[config.mk]
export PLATFORM = sky130hd
export DESIGN_NAME = button_scan_debouncer
export DESIGN_NICKNAME = d
export VERILOG_FILES = /design/src/rtl/debounce_pkg.sv /design/src/rtl/input_sync_2ff.sv /design/src/rtl/button_scan_debouncer.sv
export SDC_FILE = /design/constraint.sdc
export NUM_CORES = 1
export LEC_CHECK = 0
export CORE_UTILIZATION = 30
export DETAILED_ROUTE_END_ITERATION = 10
export GPL_TIMING_DRIVEN = 0
export REMOVE_ABC_BUFFERS = 1
export SLEW_MARGIN = 20
export SYNTH_ARGS = -nofsm -noshare
export SYNTH_HDL_FRONTEND = slang
export SYNTH_HIERARCHICAL = 1
export SYNTH_SLANG_ARGS = --single-unit
[constraint.sdc]
create_clock -name i_Clk -period 2.37 [get_ports i_Clk]
set_input_delay 0.474 -clock i_Clk [delete_from_list [all_inputs] [get_ports i_Clk]]
set_output_delay 0.474 -clock i_Clk [all_outputs]
set_load 0.02 [all_outputs]
[src/rtl/debounce_pkg.sv]
// -----------------------------------------------------------------------------
// debounce_pkg
// Shared sizing helpers for the scanned button debouncer and related
// pin-input blocks.
//   count_width(limit) : bits needed to hold a count of 0..limit
//                        ($clog2(limit+1), never less than 1)
//   idx_width(num)     : bits needed for a scan index over num channels
//                        ($clog2(num), never less than 1)
// -----------------------------------------------------------------------------
package debounce_pkg;

  function automatic int count_width(input int limit);
    return (limit < 1) ? 1 : $clog2(limit + 1);
  endfunction

  // A single channel still needs a 1-bit index so the port never collapses
  // to zero width.
  function automatic int idx_width(input int num);
    return (num < 2) ? 1 : $clog2(num);
  endfunction

endpackage

[src/rtl/input_sync_2ff.sv]
// -----------------------------------------------------------------------------
// input_sync_2ff
// Parameterized-width two-flop synchronizer for asynchronous pin inputs.
// Every bit is synchronized independently; no bus coherence is implied.
// Ports:
//   i_Clk   : destination clock, rising edge
//   i_Rst   : asynchronous active-high reset, clears both stages
//   i_Async : raw asynchronous inputs (WIDTH bits)
//   o_Sync  : synchronized copy, two clocks behind i_Async
// -----------------------------------------------------------------------------
module input_sync_2ff #(
  parameter int WIDTH = 1
) (
  input  logic             i_Clk,
  input  logic             i_Rst,
  input  logic [WIDTH-1:0] i_Async,
  output logic [WIDTH-1:0] o_Sync
);

  logic [WIDTH-1:0] meta_reg;
  logic [WIDTH-1:0] sync_reg;

  always_ff @(posedge i_Clk or posedge i_Rst) begin
    if (i_Rst) begin
      meta_reg <= '0;
      sync_reg <= '0;
    end else begin
      meta_reg <= i_Async;
      sync_reg <= meta_reg;
    end
  end

  assign o_Sync = sync_reg;

endmodule

[src/rtl/button_scan_debouncer.sv]
// -----------------------------------------------------------------------------
// button_scan_debouncer
// Debounces NUM_BUTTONS raw inputs with a single shared compare/increment
// engine. A round-robin scan index visits one channel per clock; only that
// channel's count and debounced level may change on that clock.
// Ports:
//   i_Clk       : system clock, rising edge
//   i_Rst       : asynchronous active-high reset
//   i_Bouncy    : raw switch inputs (NUM_BUTTONS bits)
//   o_Debounced : filtered level per channel
//   o_Press     : one-cycle pulse when a channel commits 0 -> 1
//   o_Release   : one-cycle pulse when a channel commits 1 -> 0
//   o_Scan_Idx  : channel visited on the coming clock edge
// A channel commits after DEBOUNCE_LIMIT consecutive visits that disagree
// with its debounced level, so the filter time is about
// DEBOUNCE_LIMIT * NUM_BUTTONS clocks.
// -----------------------------------------------------------------------------
module button_scan_debouncer
  import debounce_pkg::*;
#(
  parameter int NUM_BUTTONS    = 4,
  parameter int DEBOUNCE_LIMIT = 20
) (
  input  logic                              i_Clk,
  input  logic                              i_Rst,
  input  logic [NUM_BUTTONS-1:0]            i_Bouncy,
  output logic [NUM_BUTTONS-1:0]            o_Debounced,
  output logic [NUM_BUTTONS-1:0]            o_Press,
  output logic [NUM_BUTTONS-1:0]            o_Release,
  output logic [idx_width(NUM_BUTTONS)-1:0] o_Scan_Idx
);

  localparam int IDX_W = idx_width(NUM_BUTTONS);
  localparam int CNT_W = count_width(DEBOUNCE_LIMIT);
  localparam logic [CNT_W-1:0] LAST_CNT = CNT_W'(DEBOUNCE_LIMIT - 1);
  localparam logic [IDX_W-1:0] LAST_IDX = IDX_W'(NUM_BUTTONS - 1);

  logic [NUM_BUTTONS-1:0] sync_w;

  logic [IDX_W-1:0]       idx_reg;
  logic [IDX_W-1:0]       idx_next;
  logic [CNT_W-1:0]       count_reg  [NUM_BUTTONS];
  logic [CNT_W-1:0]       count_next [NUM_BUTTONS];
  logic [NUM_BUTTONS-1:0] debounced_reg, debounced_next;
  logic [NUM_BUTTONS-1:0] press_reg, press_next;
  logic [NUM_BUTTONS-1:0] release_reg, release_next;

  logic [NUM_BUTTONS-1:0] visit;
  logic [NUM_BUTTONS-1:0] differ;
  logic [NUM_BUTTONS-1:0] at_limit;

  input_sync_2ff #(
    .WIDTH (NUM_BUTTONS)
  ) u_sync (
    .i_Clk   (i_Clk),
    .i_Rst   (i_Rst),
    .i_Async (i_Bouncy),
    .o_Sync  (sync_w)
  );

  // Wrap explicitly so non-power-of-two channel counts never visit a
  // channel that does not exist; with one channel this holds at 0.
  assign idx_next = (idx_reg == LAST_IDX) ? '0 : idx_reg + 1'b1;

  // Per-channel decode. Only the visited channel acts on differ/at_limit.
  for (genvar gi = 0; gi < NUM_BUTTONS; gi++) begin : g_chan
    assign visit[gi]    = (idx_reg == IDX_W'(gi));
    assign differ[gi]   = sync_w[gi] ^ debounced_reg[gi];
    assign at_limit[gi] = (count_reg[gi] == LAST_CNT);
  end

  // Shared visit engine. The count is cleared on commit and on every
  // agreeing visit, so it never passes DEBOUNCE_LIMIT-1 and needs no
  // saturation. Pulses default low, so each lasts exactly one cycle and
  // only the visited channel can pulse.
  always_comb begin
    count_next     = count_reg;
    debounced_next = debounced_reg;
    press_next     = '0;
    release_next   = '0;
    for (int i = 0; i < NUM_BUTTONS; i++) begin
      if (visit[i]) begin
        if (!differ[i]) begin
          count_next[i] = '0;
        end else if (at_limit[i]) begin
          count_next[i]     = '0;
          debounced_next[i] = sync_w[i];
          press_next[i]     = sync_w[i];
          release_next[i]   = ~sync_w[i];
        end else begin
          count_next[i] = count_reg[i] + 1'b1;
        end
      end
    end
  end

  always_ff @(posedge i_Clk or posedge i_Rst) begin
    if (i_Rst) begin
      idx_reg       <= '0;
      debounced_reg <= '0;
      press_reg     <= '0;
      release_reg   <= '0;
      for (int i = 0; i < NUM_BUTTONS; i++) begin
        count_reg[i] <= '0;
      end
    end else begin
      idx_reg       <= idx_next;
      debounced_reg <= debounced_next;
      press_reg     <= press_next;
      release_reg   <= release_next;
      count_reg     <= count_next;
    end
  end

  assign o_Debounced = debounced_reg;
  assign o_Press     = press_reg;
  assign o_Release   = release_reg;
  assign o_Scan_Idx  = idx_reg;

endmodule

# Word-level counts from Yosys, hierarchy flattened
# Index checks and enable logic that the tools add are counted.
[totals]
word_cells = 71
regBits = 42
out_inout_bits = 14
[classes]
addsub = 5
n_mux = 33
reduce_logical = 5
bitwise = 8
n_eq_ne = 7
[ops]
columns = ["op", "count"]
rows = [
  ["2-to-1 mux 5 bit", 8],
  ["2-to-1 mux 1 bit", 24],
  ["adder 5 x 1 -> 5 bit, second input constant", 4],
  ["equality test 5 bit, second input constant", 4],
  ["AND reduction 3 bit", 4],
  ["equality test 2 bit, second input constant", 2],
  ["NOT 1 bit", 4],
  ["XOR 1 bit", 4],
  ["adder 2 x 1 -> 2 bit, second input constant", 1],
  ["equality test 2 x 1 -> 1 bit, second input constant", 1],
  ["logical NOT 2 bit", 1],
  ["2-to-1 mux 2 bit", 1],
]

# Depth between registers and ports, before layout
# Gate-level depths: netlist (run 1).
[depth]
word_depth = 4
ltp_mapped = 6

# Hierarchy
# Netlist (run 1), hierarchy kept.
[modules_own_cells]
columns = ["mod", "area_per_inst_um2", "n_inst", "cells_per_inst"]
rows = [
  ["button_scan_debouncer", 1722.9, 1, 159],
  ["input_sync_2ff", 203.9, 1, 9],
]

# Worst setup path before layout (run 1)
# Ideal clock, no wire load.
[synth_timing]
path_kind = "register to register"
start = "register idx_reg[1], in the netlist o_Scan_Idx[1]"
end = "register debounced_reg[1], in the netlist o_Debounced[1]"
required_time_ns = 2.245
stages_incl_launch_ff = 6
setup_ns = 0.125
t_arrival_ns = 1.422
setup_slack_ns = 0.823
synth_period_minus_slack_ns = 1.547
cell_sequence = "dfrtp_1 inv_1 ha_1 inv_1 or2_4 mux2_4"
[synth_via]
elab_chain_cells = 2
[synth_rtl]
columns = ["element", "line_no", "rtl"]
rows = [
  ["start: declaration", "button_scan_debouncer.sv:40", "logic [IDX_W-1:0] idx_reg;"],
  ["start signal: assignment", "button_scan_debouncer.sv:107", "idx_reg <= idx_next;"],
  ["equality test 2 x 1 -> 1 bit", "button_scan_debouncer.sv:67", "assign visit[gi] = (idx_reg == IDX_W'(gi));"],
  ["AND reduction 3 bit (no line)", "-", ""],
  ["end signal: assignment", "button_scan_debouncer.sv:108", "debounced_reg <= debounced_next;"],
  ["end: declaration", "button_scan_debouncer.sv:44", "logic [NUM_BUTTONS-1:0] debounced_reg, debounced_next;"],
]
# Every way passes these cells.
# A chain may end at the register's enable or synchronous reset.

# Worst setup path in the final report (run 1)
[layout_timing]
start = "register debounced_reg[3], in the netlist o_Debounced[3]"
end = "output o_Debounced[3]"
[layout_rtl]
columns = ["element", "line_no", "rtl"]
rows = [
  ["end: declaration", "button_scan_debouncer.sv:27", "output logic [NUM_BUTTONS-1:0] o_Debounced,"],
]
# No word-level cell between the ends.

==> PnR_summary.wiki, run 1 <==
{| class="wikitable"
! Metric !! Value
|-
| Final setup violation count || 0
|-
| Type of the worst setup path || reg -> out
|-
| Post-synth ARST share || 1.00
|-
| Share of the synthesized area in the top cell type || 0.545
|-
| Number of buffers inserted by port buffering || 19
|-
| Die area || 0.00675 mm2
|-
| Hold path startpoint || u_sync/meta_reg[1]
|-
| Kind of launch point of the worst setup path || flip-flop
|-
| Met2 usage in global routing || 0.153
|-
| Estimated wirelength of the detail-placed design || around 2300 um
|-
| Routed WL || approximately 3300 um
|-
| Slowest-stage cell, CP || sky130_fd_sc_hd__clkdlybuf4s50_1
|-
| Startpoint of the worst setup timing path || o_Debounced[3]
|-
| Crit-path max cell delay || 0.65 ns
|-
| Final critical path time including I/O delays and setup || 1.86 ns
|-
| Maximum net fanout on the critical path || 6
|-
| IO Pins || 20
|-
| First DRT Iteration DRCs || just under 80
|-
| Fraction of layout cells with a size suffix above 1 || 0.0829
|-
| Final Wtd Congestion || 0.733
|-
| Total core area || 0.00606 mm2
|-
| Final Hold Violating Endpoints || 0
|-
| Synthesis Warnings || 6
|-
| Number of synthesized flops with an enable pin || 0
|-
| Cell types occupying the most area after synthesis || sky130_fd_sc_hd__dfrtp_1, sky130_fd_sc_hd__ha_1, sky130_fd_sc_hd__inv_1, sky130_fd_sc_hd__nor3b_1, sky130_fd_sc_hd__o2bb2ai_1
|-
| Max-cap violation count || 0
|-
| Vias || 1309
|-
| Sink count of the clock tree || 42
|-
| Static Leak || a little over 1 nW
|-
| Post-synthesis sequential area ratio || 0.545
|-
| Antenna diode instance count || 0
|-
| Power Dens Cells || 670 mW/mm2
|-
| Vias in the first global route || 1199
|-
| IR Drop Worst-Case VDD || 0.000450 V
|-
| Post-Synthesis Cells || 168
|-
| Startpoint of the most critical register-to-register path || o_Scan_Idx[1]
|-
| Dominant delay contributor by cell family on the critical path || buffers and inverters
|-
| Number of instances in the placed design || 260
|-
| First-pass DRT Iterations || 4
|-
| Max FFs per register || 20
|-
| Data arrival time at the worst-slack endpoint || about 1.4 ns
|-
| Horizontal die dimension || 82.1 um
|-
| Unrepaired setup endpoints after global routing || false
|-
| Count of cell types in the netlist || 39
|-
| Worst Skew || 0.00731 ns
|-
| Area Overhead vs Synth || 21.8%
|-
| Maximum buffer depth of the clock tree || 2
|-
| Primary FF master, synth || sky130_fd_sc_hd__dfrtp_1
|-
| Htree depth || 2
|-
| Antenna violation net count after detailed routing || 0
|-
| Internal || 1.24 mW
|-
| Status || complete, no violations
|-
| Share of power burned in registers || 0.500
|-
| Type of the worst min-delay path || reg -> reg
|-
| Clk_lat worst skew || 0.29 ns
|-
| Cts bufs inserted || 5
|-
| Netlist Area Pre-Place || ~0.0019 mm2
|-
| PostCTS Resize Cnt || 0
|-
| Die Ht || between 80 and 90 um
|-
| Synth Area per Inst || 11.5 um2
|-
| Clock root cell || sky130_fd_sc_hd__clkbuf_8
|-
| Maximum clock rate || 537 MHz
|-
| Proportion of power drawn by combinational gates || 0.056
|-
| Total congestion overflow after global routing || 0
|-
| Initial core utilization || 0.318
|-
| Global Route Usage Sum || 0.115
|-
| Sw Pwr || 330 uW
|-
| Pin slew with the least headroom to its limit || about 0.71 ns
|-
| Clock input transition at the sequential cells of the worst setup and hold paths || roughly 0.080 ns
|-
| Crit share post-route || 0.786
|-
| WP buf/inv || 1
|-
| Critical Path, Cell by Cell || clkdlybuf4s50_1
|-
| Tightest hold margin || 0.354 ns
|-
| Clock share of power || 0.444
|-
| Detail-routed via count per cell || a little under 5
|-
| Initial antenna violation count || 0
|-
| Setup repair bufs after CTS || 0
|-
| Met3 global-route usage || 0.0385
|-
| Wire length of the first global-routing pass || between 5000 and 6000 um
|-
| FP Rows || 28
|-
| Finished Layout Cells || around 270
|-
| Clock tree from TritonCTS || yes
|-
| Post-detailed-route DRC marker count || 0
|-
| Pwr Total || between 1.5 and 2 mW
|-
| Register bit count reported by yosys || 42
|-
| Sw Ratio || 0.210
|-
| GR Layer Usage met1 || 0.165
|-
| Worst EP required || 1.90 ns
|-
| Total Neg Setup Slack || 0 ns
|-
| Most utilized layer in the global route result || met1
|-
| Post-layout nets || slightly above 200
|-
| Pin count of the biggest net entering global routing || 35
|-
| Remaining max-slew budget at the tightest pin || 0.526
|-
| Cell taking the most area after synthesis || sky130_fd_sc_hd__dfrtp_1
|-
| Routed wirelength normalized by instance count || 12.4 um
|-
| Max Slew Vio Count || 0
|-
| Kind of capture point of the worst setup path || output pin
|-
| Post-cts hold buffer count || 0
|}
-- worst paths after layout --
kind / to / slack, ns / cells past startpoint
setup / recovery: o_Debounced[3] / 0.51 / 1
hold / removal: u_sync/o_Sync[1] / 0.35 / 0
setup reg to reg: o_Debounced[1] / 0.75 / 5
hold reg to reg: u_sync/o_Sync[1] / 0.35 / 0
max in group asynchronous: count_reg[11] / 1.28 / 2
min in group asynchronous: u_sync/o_Sync[0] / 0.47 / 2
-- final cells by class --
cell class                      count  area [um2]
Clock buffer                        6        82.6
Clock inverter                      2        60.1
Fill cell                         602        3710
Inverter                           19        71.3
Multi-Input combinational cell    105         797
Sequential cell                    42        1050
Tap cell                           75        93.8
Timing Repair Buffer               19         190
-- placed cells by master (no fill, tap or decap), types with 2 or more instances in the layout --
cell / instances
sky130_fd_sc_hd__xnor2_1: 4
sky130_fd_sc_hd__clkdlybuf4s50_1: 19
sky130_fd_sc_hd__o21ai_0: 8
sky130_fd_sc_hd__nor2b_1: 6
sky130_fd_sc_hd__mux2i_1: 3
sky130_fd_sc_hd__clkbuf_8: 6
sky130_fd_sc_hd__a211oi_1: 2
sky130_fd_sc_hd__o22ai_1: 4
sky130_fd_sc_hd__a311o_1: 2
sky130_fd_sc_hd__bufinv_16: 2
sky130_fd_sc_hd__xor2_1: 4
sky130_fd_sc_hd__ha_1: 8
sky130_fd_sc_hd__nand4bb_1: 2
sky130_fd_sc_hd__dfrtp_1: 42
sky130_fd_sc_hd__nor2_1: 3
sky130_fd_sc_hd__o2111ai_1: 2
sky130_fd_sc_hd__inv_1: 18
sky130_fd_sc_hd__nor3b_1: 6
sky130_fd_sc_hd__o31ai_1: 2
sky130_fd_sc_hd__mux2_2: 3
sky130_fd_sc_hd__nand2b_1: 6
sky130_fd_sc_hd__o2bb2ai_1: 5
sky130_fd_sc_hd__nand3_1: 8
sky130_fd_sc_hd__and4bb_2: 2
sky130_fd_sc_hd__nand2_1: 8
sky130_fd_sc_hd__nand4b_1: 2
-- metrics by stage --
stage | setup WS, ns | utilization | cell area (um2)
CTS | 0.490 | 0.387 | 2350
global placement | 0.255 | 0.364 | 2200
finish | 0.507 | 0.387 | 2350
floorplan | 0.823 | - | 1920
global route | 0.433 | 0.387 | 2350
detailed placement | 0.777 | 0.364 | 2200
-- kinds of logic after synthesis --
| family | share of synthesized area |
|---|---|
| mux | 0.0409 |
| xor+xnor | 0.0364 |
| flops | 0.545 |
| compound gates | 0.115 |
| buf+inv | 0.0409 |
| simple gates | 0.169 |
| fa+ha+maj | 0.0520 |
-- routing by layer --
layer	up-vias	wire (um)
met3	6	139
met4	0	42
met1	640	1790
met2	26	1360
li1	637	-
met5	-	0
-- synthesized netlist by cell type (all sizes together), types with 2 or more instances --
library cell,instances
dfrtp,42
inv,19
ha,8
nand2,8
nand3,8
o21ai,8
nand2b,6
nor2b,6
nor3b,6
o2bb2ai,5
mux2,4
o22ai,4
xnor2,4
xor2,4
mux2i,3
nor2,3
a211oi,2
a311o,2
and4bb,2
clkbuf,2
nand4b,2
nand4bb,2
o2111ai,2
o31ai,2
or2,2
-- power by group through the flow --
stage	sequential (mW)	combinational [mW]	clock, mW
floorplan	0.789	0.0666	0
global placement	0.798	0.0867	0
detailed placement	0.798	0.0903	0
CTS	0.785	0.0896	0.722
global route	0.791	0.103	0.743
finish	0.785	0.0878	0.698
Power figures use the tool's default switching activity.
==> run 2: changes to the inputs <==
clock period = 1.8 ns   (was 2.37 ns; I/O delays follow)
==> run 2 against run 1 <==
Final area rose by 0.11%. Highest routed layer unchanged. Combinational power rose by 32%. First-iteration DRC count did not move. Clock skew barely moved. Die area did not move.
==> PnR_summary.wiki, run 2 (same netlist as run 1, synthesis figures left out) <==
{| class="wikitable"
! Metric !! Value
|-
| Status || complete, no violations
|-
| Antenna diode instance count || 0
|-
| Estimated wirelength of the detail-placed design || roughly 2300 um
|-
| Crit share post-route || 0.968
|-
| Remaining max-slew budget at the tightest pin || 0.526
|-
| Slack of the worst reg-to-reg path || 0.18 ns
|-
| Horizontal die dimension || a little over 80 um
|-
| Kind of launch point of the worst setup path || flip-flop
|-
| Clock root cell || sky130_fd_sc_hd__clkbuf_8
|-
| Vias || 1304
|-
| Number of buffers inserted by port buffering || 19
|-
| Static Leak || 1.04 nW
|-
| Wire length of the first global-routing pass || 5730 um
|-
| Post-detailed-route DRC marker count || 0
|-
| IR Drop Worst-Case VDD || 0.000591 V
|-
| R2R Path End || o_Debounced[1]
|-
| Maximum clock rate || 574 MHz
|-
| Sink count of the clock tree || 42
|-
| Power Dens Cells || 880 mW/mm2
|-
| Maximum net fanout on the critical path || 6
|-
| WP buf/inv || 1
|-
| Area Overhead vs Synth || 21.9%
|-
| Least setup slack across all paths after layout || around 0.057 ns
|-
| Die Ht || 82.1 um
|-
| Data arrival time at the worst-slack endpoint || 1.38 ns
|-
| Critical Path, Cell by Cell || clkdlybuf4s50_1
|-
| Initial antenna violation count || 0
|-
| Most common cell after layout, fill and taps aside || sky130_fd_sc_hd__dfrtp_1
|-
| Commonest cells after routing, fill and taps aside || sky130_fd_sc_hd__dfrtp_1, sky130_fd_sc_hd__inv_1, sky130_fd_sc_hd__clkdlybuf4s50_1
|-
| Total congestion overflow after global routing || 0
|-
| Clk_lat worst skew || 0.29 ns
|-
| Max FFs per register || 20
|-
| Cts bufs inserted || 5
|-
| Pwr Total || 2.07 mW
|-
| Pre-CTS setup slack || 0.207 ns
|-
| Final Hold Violating Endpoints || 0
|-
| Unrepaired setup endpoints after global routing || false
|-
| Clock input transition at the sequential cells of the worst setup and hold paths || 0.08 ns
|-
| Crit-path max cell delay || 0.65 ns
|-
| Setup repair bufs after CTS || 0
|-
| Maximum buffer depth of the clock tree || 2
|-
| Routed wirelength normalized by instance count || about 12 um
|-
| Pin slew with the least headroom to its limit || 0.710 ns
|-
| Vias in the first global route || 1199
|-
| First-pass DRT Iterations || 4
|-
| Final critical path time including I/O delays and setup || roughly 1.7 ns
|-
| Routed WL || between 3000 and 4000 um
|-
| Max Slew Vio Count || 0
|-
| Detail-routed via count per cell || 4.87
|-
| Pin count of the biggest net entering global routing || 35
|-
| Tightest hold margin || 0.354 ns
|-
| Hold Path Stages || 0
|-
| Max-cap violation count || 0
|-
| Kind of capture point of the worst setup path || output pin
|-
| Die area || 0.00675 mm2
|-
| Fraction of layout cells with a size suffix above 1 || 0.0829
|-
| Final setup violation count || 0
|-
| FP Rows || 28
|-
| Htree depth || 2
|-
| Post-cts hold buffer count || 0
|-
| Clock tree from TritonCTS || yes
|-
| Total core area || 0.00606 mm2
|-
| Global Route Usage Sum || 0.115
|-
| Destination of the worst hold path || u_sync/o_Sync[1]
|-
| Antenna violation net count after detailed routing || 0
|-
| Startpoint of the most critical register-to-register path || o_Scan_Idx[1]
|-
| Worst Skew || 0.00720 ns
|-
| Hold path startpoint || u_sync/meta_reg[1]
|-
| First DRT Iteration DRCs || 79
|-
| Type of the worst min-delay path || reg -> reg
|-
| Dominant delay contributor by cell family on the critical path || buffers and inverters
|-
| IO Pins || 20
|-
| Worst EP required || 1.44 ns
|-
| Final Wtd Congestion || 0.733
|-
| Depth of the worst register-to-register path || 5
|-
| Type of the worst setup path || reg -> out
|-
| Slowest-stage cell, CP || sky130_fd_sc_hd__clkdlybuf4s50_1
|-
| Initial core utilization || 0.318
|-
| Post-layout nets || 206
|}
[run 2: cell count changes in the layout (fill, tap and decap cells not counted), sizes merged]
| cell | before | now |
|---|---|---|
| clkdlybuf4s50 | 19 | 18 |
| dlymetal6s2s | 0 | 1 |
[run 2: worst max path at each step]
stage,startpoint,to,slack [ns],cells past startpoint
after global placement,i_Rst,count_reg[19],-0.20,2
after floorplan,o_Scan_Idx[1],o_Debounced[1],0.25,5
after detailed placement,o_Scan_Idx[1],o_Debounced[1],0.21,5
final,o_Debounced[0],o_Debounced[0],0.06,1
after CTS,o_Debounced[3],o_Debounced[3],0.03,1
after global routing,o_Debounced[0],o_Debounced[0],0.003,1
[run 2: repair_timing]
action	CTS	global route
resized for setup	0	1
setup endpoints to repair	0	1
endpoints found under the hold margin	0	0
[run 2: cell type report]
cell class,instances,area (um2)
clock inverter,2,60.1
timing repair buffer,19,193
clock buffer,6,82.6
multi-input combinational,105,797
tap,75,93.8
sequential,42,1050
inverter,19,71.3
fill,601,3710
[run 2: routing by layer]
| layer | routed length, um | share of wire | track usage |
|---|---|---|---|
| met1 | 1800 | 0.54 | 0.165 |
| met2 | 1380 | 0.41 | 0.153 |
| met3 | 123 | 0.037 | 0.0385 |
| met4 | 31 | 0.0093 | 0.0526 |
| met5 | 0 | 0 | 0 |
[run 2: where the power goes]
part | total, mW | switching (mW) | leakage (nW) | internal [mW]
Sequential | 1.03 | 0.0487 | 0.552 | 0.985
Combinational | 0.116 | 0.0582 | 0.419 | 0.0574
Clock | 0.916 | 0.324 | 0.0714 | 0.592
[run 2: stage by stage]
step                area (um2)  utilization  std cells  setup TNS [ns]
finish                    2350        0.387        268               0
global route              2350        0.387        268               0
CTS                       2350        0.387        268               0
detailed placement        2200        0.364        260               0
global placement          2200        0.364        260           -6.77
floorplan                 1920            -        166               0
==> RTL edit, RTL diff (flow settings as in run 2) <==
Put one more register stage on the output `o_Scan_Idx`, without a reset. The value now appears one clock later. The other outputs are not delayed to match.
--- a/src/rtl/button_scan_debouncer.sv
+++ b/src/rtl/button_scan_debouncer.sv
@@ -115,7 +115,9 @@
   assign o_Debounced = debounced_reg;
   assign o_Press     = press_reg;
   assign o_Release   = release_reg;
-  assign o_Scan_Idx  = idx_reg;
+  always_ff @(posedge i_Clk) begin
+    o_Scan_Idx <= idx_reg;
+  end
 
 endmodule
 
Formal check against the unedited RTL: not equivalent (a bounded check fails within 4 cycles, from zero or initial values and one cycle with i_Rst high).
==> RTL edit against run 2 <==
- routed wire length fell by 0.24%
- sequential share of layout area is 1.7 points higher
- clock power fell by 29%
- critical path type unchanged
- non-clock buffer count is the same
- via count is 1.3% higher
- cell area is essentially flat
- synthesized area rose by 2.0%
- power is 11% lower
- largest power group unchanged
- setup slack improved by 0.051 ns
- sequential cell count is 2 higher
==> RTL edit: results (changes against run 2) <==
GRT
  • Met2 usage: 17.14% (was 15.29%)
  • Vias in the first global route: 1320 (was 1199)
  • Met3 Use GR: 3.579% (was 3.846%)
  • Gr usage total: 10.88% (was 11.49%)

Power and ir drop
  • Clock power frac: 35.6% (was 44.4%)
  • Leak: 0.001051 uW (was 0.001042 uW)
  • P_sw: 447.5 uW (was 431.4 uW)

STA
  • Max_slew headroom: 51.33% (was 52.60%)
  • Hold Slack: 0.3525 ns (was 0.3537 ns)
  • Final Skew: 0.01196 ns (was 0.007198 ns)

Critical path
  • Critical R2R Capture: o_Debounced[3]$_DFFE_PP0P_ (was o_Debounced[1]$_DFFE_PP0P_)
  • CP arrival: 1.33 ns (was 1.38 ns)
  • FF-to-FF Start: idx_reg[0]$_DFF_PP0_ (was o_Scan_Idx[1]$_DFF_PP0_)
  • Max stage delay on crit path: 0.63 ns (was 0.65 ns)
  • Crit path from: o_Debounced[3]$_DFFE_PP0P_ (was o_Debounced[0]$_DFFE_PP0P_)
  • R2r setup slk: 0.15 ns (was 0.18 ns)
  • Crit path to: o_Debounced[3] (was o_Debounced[0])
  • R2R depth: 4 (was 5)

Finish
  • Number of fill cells in the layout: 633 (was 601)
  • Total Nets Final: 209 (was 206)
  • Layout cells sized above 1: 7.143% (was 8.290%)

Placed design
  • Post-DP HPWL: 2246 um (was 2282 um)
  • Dpl ws: 0.07783 ns (was 0.2067 ns)
  • Placed cells: 265 (was 260)
  • Placed Area: 2245 um2 (was 2203 um2)

Status
  • Outcome: completed (unchanged)

Drt
  • Routed wire length: 3324 um (was 3332 um)

Synth
  • Synth area leaders: dfrtp_1 (53%), ha_1 (5.1%), inv_1 (3.6%) (was dfrtp_1 (55%), ha_1 (5.2%), inv_1 (3.7%))
RTL edit: cell types whose count changed in the layout (fill, tap and decap cells not counted), moves of 2 or more:
cell / change
mux2_1: +3
mux2_2: -3
nand2b_1: +3
o22ai_1: +3
and4bb_1: +2
and4bb_2: -2
bufinv_16: -2
clkinvlp_4: +2
dfxtp_1: +2
RTL edit: cells by family after synthesis:
| group | Yosys count | synth area share [%] |
|---|---|---|
| flip-flops | 44 | 55.51 |
| XOR/XNOR | 7 | 3.119 |
| multiplexers | 7 | 4.010 |
| AO/OA/AOI/OAI | 32 | 11.46 |
| adder cells (fa/ha/maj) | 8 | 5.093 |
| AND/OR/NAND/NOR | 51 | 16.61 |
| buffers and inverters | 22 | 4.201 |
RTL edit: layout make-up:
| cell class | count | area share (%) |
|---|---|---|
| sequential | 44 | 46.43 |
| clock buffer | 6 | 3.514 |
| multi-input combinational | 105 | 33.81 |
| clock inverter | 2 | 0.6390 |
| timing repair buffer | 19 | 8.307 |
| inverter | 20 | 3.195 |
| tap | 77 | 4.100 |
